`config.mk`:
```
export PLATFORM = sky130hd
export DESIGN_NAME = vector_sequencer
export DESIGN_NICKNAME = d
export VERILOG_FILES = /design/src/rtl/vector_sequencer.sv
export SDC_FILE = /design/constraint.sdc
export NUM_CORES = 1
export LEC_CHECK = 0
export ABC_AREA = 1
export BUFFER_PORTS_ARGS = -buffer_cell sky130_fd_sc_hd__buf_2
export CORE_UTILIZATION = 61
export DETAILED_ROUTE_END_ITERATION = 16
export PLACE_DENSITY = 0.95
export SYNTH_ARGS = -nofsm -noshare
export SYNTH_HDL_FRONTEND = slang
export SYNTH_SLANG_ARGS = --single-unit
```
`constraint.sdc`:
```
create_clock -name clock -period 2.9 [get_ports clock]
set_input_delay 0.435 -clock clock [delete_from_list [all_inputs] [get_ports clock]]
set_output_delay 0.435 -clock clock [all_outputs]
set_load 0.01 [all_outputs]
```
`src/rtl/vector_sequencer.sv`:
```
// Vector ROM player/checker: fetches {valid, inputs, expected} words, drives the
// block under test, waits SETTLE cycles, compares its output and tallies errors.
module vector_sequencer #(
    parameter int IN_W   = 3,
    parameter int OUT_W  = 1,
    parameter int ADDR_W = 14,
    parameter int SETTLE = 1,
    parameter int CNT_W  = 32
) (
    input  logic                    clock,
    input  logic                    reset,
    input  logic                    start,
    input  logic                    abort,
    output logic [ADDR_W-1:0]       rom_addr,
    input  logic [IN_W+OUT_W:0]     rom_data,
    output logic [IN_W-1:0]         dut_in,
    input  logic [OUT_W-1:0]        dut_out,
    output logic                    busy,
    output logic                    done,
    output logic                    pass,
    output logic [CNT_W-1:0]        vec_count,
    output logic [CNT_W-1:0]        err_count,
    output logic                    err_valid,
    output logic [ADDR_W-1:0]       err_index,
    output logic [OUT_W-1:0]        err_got,
    output logic [2:0]              dbg_state
);

    typedef enum logic [2:0] {
        S_IDLE   = 3'd0,
        S_FETCH  = 3'd1,
        S_DECODE = 3'd2,
        S_SETTLE = 3'd3,
        S_CHECK  = 3'd4,
        S_DONE   = 3'd5
    } state_t;

    localparam int SW = (SETTLE > 1) ? $clog2(SETTLE) : 1;

    state_t            state, state_nxt;
    logic [SW-1:0]     settle_cnt;
    logic [OUT_W-1:0]  exp_r;
    logic              rom_valid;
    logic              last_addr;
    logic              mismatch;

    assign rom_valid = rom_data[IN_W+OUT_W];
    assign last_addr = (rom_addr == {ADDR_W{1'b1}});
    assign mismatch  = (dut_out != exp_r);

    always_ff @(posedge clock or negedge reset) begin
        if (!reset) state <= S_IDLE;
        else        state <= state_nxt;
    end

    // abort overrides every transition, including a simultaneous start
    always_comb begin
        state_nxt = state;
        if (abort) begin
            state_nxt = S_IDLE;
        end else begin
            unique case (state)
                S_IDLE:   if (start) state_nxt = S_FETCH;
                S_FETCH:  state_nxt = S_DECODE;
                S_DECODE: state_nxt = rom_valid ? S_SETTLE : S_DONE;
                S_SETTLE: if (settle_cnt == '0) state_nxt = S_CHECK;
                S_CHECK:  state_nxt = last_addr ? S_DONE : S_FETCH;
                S_DONE:   if (start) state_nxt = S_FETCH;
                default:  state_nxt = S_IDLE;
            endcase
        end
    end

    always_comb begin
        busy      = 1'b0;
        done      = 1'b0;
        dbg_state = state;
        unique case (state)
            S_FETCH, S_DECODE, S_SETTLE, S_CHECK: busy = 1'b1;
            S_DONE:                               done = 1'b1;
            default: ;
        endcase
        pass = done && (err_count == '0);
    end

    always_ff @(posedge clock or negedge reset) begin
        if (!reset) begin
            rom_addr   <= '0;
            dut_in     <= '0;
            exp_r      <= '0;
            settle_cnt <= '0;
            vec_count  <= '0;
            err_count  <= '0;
            err_valid  <= 1'b0;
            err_index  <= '0;
            err_got    <= '0;
        end else begin
            err_valid <= 1'b0;
            if (!abort) begin
                unique case (state)
                    S_IDLE, S_DONE: begin
                        if (start) begin
                            rom_addr  <= '0;
                            vec_count <= '0;
                            err_count <= '0;
                            err_index <= '0;
                            err_got   <= '0;
                        end
                    end
                    S_DECODE: begin
                        if (rom_valid) begin
                            dut_in     <= rom_data[IN_W+OUT_W-1:OUT_W];
                            exp_r      <= rom_data[OUT_W-1:0];
                            settle_cnt <= SW'(SETTLE - 1);
                        end
                    end
                    S_SETTLE: begin
                        if (settle_cnt != '0) settle_cnt <= settle_cnt - 1'b1;
                    end
                    S_CHECK: begin
                        vec_count <= vec_count + 1'b1;
                        if (mismatch) begin
                            err_valid <= 1'b1;
                            err_index <= rom_addr;
                            err_got   <= dut_out;
                            if (err_count != '1) err_count <= err_count + 1'b1;
                        end
                        // the last ROM address ends the run instead of wrapping
                        if (!last_addr) rom_addr <= rom_addr + 1'b1;
                    end
                    default: ;
                endcase
            end
        end
    end

endmodule

```
-- Word-level counts from Yosys, hierarchy flattened
Cells that the tools add are included.
- register bits after elaboration: 102
- latch bits: 0
- bits in writable memories: 0
- bits in read-only memories: 0
- input bits: 10
- output and inout port bits: 103
- logic and storage cells: 71
- memories kept: 0
- $add $sub $neg: 4
- multipliers: 0
- divide/modulo/power cells: 0
- order comparisons: 0
- eq/ne operators: 15
- shift-type cells: 0
- mux-type cells: 27
- bitwise operators: 1
- reduce and logical (&&, ||, !) cells: 14
- operators by type and width (cell ; count):
    32-bit one-hot mux with 2 select lines ; 2
    32-bit two-way mux ; 3
    32-bit by 1-bit adder with 32-bit output (second input constant) ; 2
    14-bit one-hot mux with 2 select lines ; 2
    14-bit two-way mux ; 3
    32-bit zero test ; 1
    32-bit != test (second input constant) ; 1
    3-bit two-way mux ; 5
    3-bit one-hot mux with 5 select lines ; 1
    14-bit by 1-bit adder with 14-bit output (second input constant) ; 1
    14-bit equality test (second input constant) ; 1
    1-bit two-way mux ; 9
    3-bit AND reduction ; 3
    2-bit != test (second input constant) ; 4
    4-bit AND reduction ; 2
    3-bit by 2-bit equality test with 1-bit output (second input constant) ; 2
    3-bit equality test (second input constant) ; 2
    5-bit AND reduction ; 1
    1-bit one-hot mux with 2 select lines ; 2
    2-bit nonzero test ; 2
    4-bit OR reduction ; 1
    3-bit by 1-bit equality test with 1-bit output (second input constant) ; 1
    3-bit zero test ; 1
    3-bit by 1-bit != test with 1-bit output (second input constant) ; 1
    8 further kinds ; 8

-- Longest topological paths before layout
Gate-level depths: netlist (run 1).
- word-level depth: 4
- gate-level depth with buffers: 11
- mapped depth without buffers: 10

-- Worst setup path after synthesis (run 1)
OpenSTA, ideal clock, no wires.
- path type: reg2out
- from: reg state[0], in the netlist dbg_state[0]
- to: out pass
- arrival time: 1.251 ns
- slack: 1.214 ns
- stages on the path, launching flop included: 5
- cell sequence: dfrtp_1 -> inv_1 -> nor3_1 -> nand3_1 -> nor2_1
- cells in the longest elaborated chain, start to end: 3
- RTL lines (element ; line ; RTL):
    from (decl) ; 40 ; state_t state, state_nxt;
    from (signal assigned) ; 53 ; else state <= state_nxt;
    3-bit equality test ; 78 ; unique case (state)
    1-bit two-way mux ; 78 ;
    named net done ; 19 ; output logic done,
    1-bit logical AND ; 83 ; pass = done && (err_count == '0);
    to (decl) ; 20 ; output logic pass,
The timed path passes the listed nets, and every way through them passes these cells.

-- Worst setup path in the final report (run 1)
- from: reg state[0], in the netlist dbg_state[0]
- to: reg err_count[3]
- cells in the longest elaborated chain, start to end: 4
- RTL lines (element ; line ; RTL):
    3-bit equality test or 3-bit zero test (tied branches) ; 100 ; unique case (state)
    2-bit OR reduction (no line) ; -- ;
    2-bit by 1-bit != test with 1-bit output (no line) or 2-bit nonzero test (tied branches) ; -- ;
    5-bit AND reduction (no line) ; -- ;
    to (signal assigned) ; 126 ; if (err_count != '1) err_count <= err_count + 1'b1;
    to (decl) ; 22 ; output logic [CNT_W-1:0] err_count,
Parallel ways exist; a longest one is shown, timed or not.
A chain may end at the register's enable or synchronous reset.

==> impl_metrics.json, run 1 <==
{
  "status": "finished, final reports clean",
  "drv_slew": 0,
  "layout.nets": 971,
  "antenna_left": 0,
  "dp.final_hpwl_mm": 11.6,
  "required_ps": 3200,
  "num-fill-cells": 792,
  "cts.sinks": 101,
  "place_ws_ps": 615,
  "rows": 36,
  "cts_resized": 0,
  "muxShareOfSynthArea_pct": 0.737,
  "grt.overflow.total": 0,
  "max_freq_mhz": 430,
  "wl_met3_mm": 1.32,
  "setup-violations-final": 0,
  "slowest_stage": "nand3_1",
  "cp_max_fo": 22,
  "ff2ff_setup_slack_ps": 570,
  "seq_area_frac_synth_pct": 41.4,
  "power.density_nw_per_um2": 418,
  "insertion_delay_ps": 380,
  "worst_pin_slew_ps": 863,
  "ys_types": 38,
  "core_region_area_um2": 9730,
  "slowest_delay_ps": 470,
  "htreeDepth": 3,
  "dieArea_um2": 10400,
  "final-hold-violation-count": 0,
  "track_usage_pct": 31.8,
  "ys.flop_type": "dfrtp_1",
  "fin_crit_sh_pct": 80.2,
  "grt_pass1_vias": 5570,
  "hold_slack_ps": 13.7,
  "synth_compound_area_share_pct": 10.0,
  "routed.top_layer": "met4",
  "cts_inserted_buffers": 9,
  "max_slew_margin_pct": 42.2,
  "post_cts_buffers": 0,
  "die_h_um": 102,
  "crit_top_cell": "inv_1",
  "antenna_found_initial": 0,
  "syn_area_um2": 6110,
  "finalPower_mw": 2.90,
  "synth-edff-count": 0,
  "clock_path_buffers": 2,
  "initial_utilization_pct": 62.8,
  "final_util_pct": 71.4,
  "cts_hold_buf": 0,
  "maxCapViolCount": 0,
  "drive_above_1_share_pct": 19.9,
  "clkTransAtPathRegs_ps": 100,
  "cts_tree": "done",
  "crit_path_start_kind": "register",
  "globalplace.congestion": 0.950,
  "synthSimpleGateAreaFrac_pct": 35.8,
  "rsz0062_at_grt": "no",
  "crit_path_end_kind": "register",
  "io_buffers": 112,
  "fin_setup_tns_ps": 0,
  "final_common_cell": "nand2_1",
  "grt_pass1_wl_mm": 25.9,
  "area_growth_pct": 13.6,
  "hp-class": "primary input to asynchronous set/reset pin",
  "layout_common_cells": "nand2_1 (260), nor2_1 (114), buf_2 (111)",
  "synth_fa_ha_area_share_pct": 0.819,
  "ios": 113,
  "fin_ws_ps": 574,
  "synth_top_family_by_area": "simple AND/OR/NAND/NOR gates",
  "wl_met2_mm": 7.35,
  "vias": 6137,
  "drc": 0,
  "synthCells": 846,
  "yosysWarnings": 0,
  "grt_max_degree": 42,
  "drt-initial-drc-count": 475,
  "synth-xor-area-share_pct": 3.87,
  "crit_chain": "inv_1 > nand3_4 > inv_2 > nand3_1 > inv_1 > nand2_2 > buf_4 > o21ai_1",
  "dr.pass1.iters": 5,
  "ys_async_sr_fraction_pct": 100,
  "avgViaCountPerCell": 5.60,
  "fin_crit_ps": 2330,
  "fin_skew_ps": 13.0,
  "ys_seq_elements": 101,
  "totalWireLength_mm": 15.8,
  "die_w_um": 102,
  "diodes": 0,
  "root_buffer": "clkbuf_8",
  "crit_type": "register to register",
  "peakVddDrop_v": 0.000397,
  "syn_nets": 860,
  "wl_met1_mm": 6.72,
  "syn_avg_cell_area_um2": 7.22,
  "cp.arrival_ps": 2630,
  "wl_per_cell_um": 14.4,
  "p_leak_nw": 3.22
}
-- per-layer routing --
metal / global-route usage [%] / vias to the layer above
li1: - / 2936
met1: 43.0 / 2862
met2: 50.5 / 298
met3: 6.70 / 41
met4: 12.0 / 0
met5: 0 / -
-- synthesized netlist by cell type (7+ instances only) --
cell	n	area share (%)
nand2_1	260	16
nor2_1	114	7.0
dfrtp_1	101	41
inv_1	78	4.8
nand3_1	61	5.0
o21ai_0	51	4.2
o21ai_2	20	2.9
xor2_1	19	2.7
nor3_1	18	1.5
nand4_1	15	1.5
o21ai_1	14	1.1
a21oi_1	12	0.98
nor2_2	11	1.1
nand2_2	8	0.82
xnor2_1	8	1.1
buf_6	7	1.3
-- flip-flops by register name, indices dropped and copies added, names as in the netlist --
register   count
dut_in         3
vec_count     32
err_count     32
err_valid      1
exp_r          1
dbg_state      3
err_index     14
rom_addr      14
err_got        1
-- critical path, delay by kind of cell, from the launching register on --
kind	cells	cell delay [ps]
buf+inv	4	910
simple gates	3	680
flops	1	460
compound gates	1	190
-- area by class of cell --
cell class | instances | area (um2) | area share (%)
multi-input cells | 645 | 3130 | 45.1
inverters | 82 | 308 | 4.43
well taps | 133 | 166 | 2.40
clock inverters | 6 | 71.3 | 1.03
flip-flops and latches | 101 | 2530 | 36.4
clock buffers | 10 | 128 | 1.84
repair buffers | 118 | 608 | 8.76
-- through the flow --
stage                     std cells  area (um2)
after floorplan                 846        6110
after CTS                      1095        6940
after detailed placement       1079        6740
after global routing           1095        6940
final                          1095        6940
after global placement         1079        6740
-- power breakdown --
part / switching, mW / internal [mW]
Combinational: 0.328 / 0.134
Clock: 0.520 / 0.407
Sequential: 0.0519 / 1.46
-- logic make-up after synthesis --
group	Yosys count
AOI/OAI and AO/OA	103
xor gates and xnor gates	27
adders and majority gates	4
buffers and inverters	100
DFF	101
muxes	4
and+or+nand+nor	507
-- worst paths after layout --
kind,start,end,depth (start not counted)
min,reset,err_count[14],1
max,dbg_state[0],err_count[3],8
max reg2reg,dbg_state[0],err_count[3],8
min reg2reg,dut_in[0],dut_in[0],1
min in group clock,rom_data[1],dut_in[0],2
max in group asynchronous,reset,err_index[5],2
No activity file was read; power rests on OpenSTA's default activity.
==> run 2, diff against run 1 <==
--- a/config.mk
+++ b/config.mk
@@ -5,11 +5,11 @@
 export SDC_FILE = /design/constraint.sdc
 export NUM_CORES = 1
 export LEC_CHECK = 0
-export ABC_AREA = 1
+export ABC_AREA = 0
 export BUFFER_PORTS_ARGS = -buffer_cell sky130_fd_sc_hd__buf_2
-export CORE_UTILIZATION = 61
+export CORE_UTILIZATION = 56
 export DETAILED_ROUTE_END_ITERATION = 16
-export PLACE_DENSITY = 0.95
+export PLACE_DENSITY = 0.92
 export SYNTH_ARGS = -nofsm -noshare
 export SYNTH_HDL_FRONTEND = slang
 export SYNTH_SLANG_ARGS = --single-unit
==> constraint.sdc (replaced) <==
create_clock -name clock -period 2.3 [get_ports clock]
set_input_delay 0.345 -clock clock [delete_from_list [all_inputs] [get_ports clock]]
set_output_delay 0.345 -clock clock [all_outputs]
set_load 0.01 [all_outputs]
==> run 2 against run 1 <==
  * The run now ends with negative setup slack left
  * Register-to-register slack worse by 630 ps
  * Clock power is 25% higher
  * Combinational power fell by 31%
  * Final cell count fell by 19%
  * Wire length grew 1.9%
  * Critical path depth fell by 2
  * Die area is 0.52% lower
  * Global-route usage down 0.38 points
  * Synthesized cell count shrank 29%
  * Count of clock-buffer cells in the layout is 1 lower
  * Synthesized area shrank 8.7%
  * Largest cell class unchanged
  * Non-clock buffer count grew 54
==> impl_metrics.json, run 2 <==
{
  "status": "finished with violations",
  "violations": "negative setup slack",
  "fin_ws_ps": -54.6,
  "hold_end": "dut_in[0]",
  "grt_max_degree": 46,
  "pwr-share-comb_pct": 9.6,
  "crit_type": "register to register",
  "ys_types": 57,
  "dp.cells": 868,
  "grt.overflow.total": 0,
  "synth_common_cells": "dfrtp_1 (101), nand2_1 (60), nor2_1 (33), nand3_1 (31), clkbuf_1 (29)",
  "power.density_nw_per_um2": 479,
  "cp_max_fo": 5,
  "finalNonFillerCells": 888,
  "r2r_end": "vec_count[28]",
  "synthCells": 603,
  "grt_pass1_wl_mm": 25.3,
  "ys_async_sr_fraction_pct": 100,
  "final_common_cell": "buf_2",
  "hold_path_startpoint": "rom_data[1]",
  "grt_pass1_vias": 5137,
  "grt-busiest-layer": "met2",
  "p_sw_share_pct": 28.7,
  "slowest_delay_ps": 560,
  "insertion_delay_ps": 390,
  "regArea_um2": 2530,
  "seq_area_frac_synth_pct": 45.3,
  "avgViaCountPerCell": 6.49,
  "layout_common_cells": "buf_2 (111), dfrtp_1 (100), nand2_1 (57)",
  "clock_path_buffers": 2,
  "multi_input_area_um2": 2890,
  "rsz0062_at_grt": "yes",
  "synth-edff-count": 0,
  "use_met3_pct": 4.72,
  "ios": 113,
  "die_h_um": 102,
  "rows": 36,
  "syn_avg_cell_area_um2": 9.25,
  "antenna_found_initial": 0,
  "cts.sinks": 101,
  "crit_chain": "ha_2 > nand2_2 > or4_4 > or4b_4 > or4b_1 > nand2_1",
  "slowest_stage": "or4b_4",
  "ff2ff_setup_slack_ps": -50,
  "crit_path_start_kind": "register",
  "max_slew_margin_pct": 60.7,
  "worstRegToRegCells": 6,
  "pwr-share-clk_pct": 34.9,
  "dpl-instance-area_um2": 6600,
  "top_regs": "err_count (32), vec_count (32)",
  "drt-initial-drc-count": 498,
  "power.internal_mw": 2.36,
  "power_switching_mw": 0.950,
  "cts_tree": "done",
  "syn_area_um2": 5580,
  "core_region_area_um2": 9730,
  "final-hold-violation-count": 0,
  "diodes": 0,
  "use_met2_pct": 48.1,
  "cp.arrival_ps": 2680,
  "cpLargestDelayFamily": "simple AND/OR/NAND/NOR gates",
  "htreeDepth": 3,
  "hp-class": "primary input to register",
  "yosysWarnings": 0,
  "peakVddDrop_v": 0.000291,
  "dr.pass1.iters": 6,
  "required_ps": 2620,
  "vias": 5759,
  "maxCapViolCount": 0,
  "ys_seq_elements": 101,
  "fin_crit_sh_pct": 102,
  "final_util_pct": 71.0,
  "pwr-share-seq_pct": 55.5,
  "track_usage_pct": 31.4,
  "timing.rr.start": "vec_count[0]",
  "ys.flop_type": "dfrtp_1",
  "num-fill-cells": 720,
  "dp.final_hpwl_mm": 11.2,
  "whs_path_depth": 2,
  "initial_utilization_pct": 57.4,
  "setup-violations-final": 2,
  "drive_above_1_share_pct": 28.5,
  "use_met1_pct": 44.7,
  "place_ws_ps": -73.4,
  "globalplace.congestion": 0.996,
  "io_buffers": 112,
  "cts_inserted_buffers": 9,
  "crit_path_end_kind": "register",
  "syn_nets": 617,
  "root_buffer": "clkbuf_8",
  "fin_crit_ps": 2350,
  "p_leak_nw": 3.40,
  "netlist_top_cells_area": "dfrtp_1 (45%), nand2_1 (4.0%), o31ai_1 (2.8%)",
  "drv_slew": 0,
  "synth_top_cell_by_area": "dfrtp_1",
  "yosysMostFrequentCell": "dfrtp_1",
  "layout.nets": 764,
  "cp_num_buf_inv": 0,
  "max_freq_mhz": 425,
  "post-route-cell-area_um2": 6910,
  "area_growth_pct": 23.8,
  "fin_skew_ps": 17.0,
  "synth_top_area_share_pct": 45.3,
  "die_w_um": 102,
  "antenna_left": 0,
  "totalWireLength_mm": 16.1,
  "clkTransAtPathRegs_ps": 110,
  "worst_pin_slew_ps": 585,
  "wl_per_cell_um": 18.1,
  "drc": 0,
  "dieArea_um2": 10400
}
run 2: cell count changes in the layout (fill, tap and decap cells not counted), moves of 23 or more:
cell,delta
and3_1,+23
buf_4,+49
inv_1,-60
nand2_1,-203
nand3_1,-30
nor2_1,-81
o21ai_0,-23
run 2: layout make-up:
| type | count | share of cell area (%) |
|---|---|---|
| Inverter | 19 | 1.07 |
| Tap cell | 133 | 2.41 |
| Sequential cell | 101 | 36.6 |
| Timing Repair Buffer | 172 | 15.2 |
| Clock inverter | 7 | 1.09 |
| Clock buffer | 9 | 1.79 |
| Multi-Input combinational cell | 447 | 41.9 |
run 2: how the worst max path moves through the flow:
stage | start | endpoint | cells after the start | slack, ps
3_5_place_dp | start | vec_count[17] | 7 | -70
5_1_grt | vec_count[1] | vec_count[28] | 6 | -110
4_1_cts | vec_count[0] | vec_count[28] | 6 | -50
3_3_place_gp | abort | vec_count[28] | 6 | -20
6_report | vec_count[0] | vec_count[28] | 6 | -50
2_1_floorplan | dbg_state[1] | vec_count[22] | 9 | -360
run 2: kinds of logic (layout without fill, tap and decap cells):
logic type	after synthesis	after routing	share of synthesized area, %
simple gates	266	267	26.2
flops	101	101	45.3
fa+ha+maj	6	6	1.26
compound gates	152	152	19.1
mux	10	10	1.88
xor+xnor	12	12	1.88
buf+inv	56	207	4.33
run 2: through the flow:
step	TNS, ps	hold slack, ps	power [mW]
3_3_place_gp	-17.0	300	2.17
2_1_floorplan	-1650	49.4	2.02
6_report	-85.9	193	3.31
4_1_cts	-50.0	188	3.31
5_1_grt	-404	192	3.43
3_5_place_dp	-287	295	2.18
run 2: power by group through the flow:
stage	Combinational, mW	Clock [mW]	Sequential, mW
floorplan	0.140	0	1.88
global placement	0.300	0	1.87
detailed placement	0.309	0	1.87
CTS	0.312	1.16	1.84
global route	0.349	1.24	1.84
finish	0.317	1.16	1.84
run 2: per-layer routing:
layer  up-vias  routed length [um]
li1       2600                   -
met1      2782                6680
met2       335                7600
met3        42                1380
met4         0                 423
met5         -                   0
run 2: repair_timing:
item	CTS	global route
cloned	1	0
setup endpoints to repair	4	25
gates resized for setup	3	16
pin swaps	4	2
hold endpoints to repair	27	0
setup buffers	1	1
hold buffers	1	0
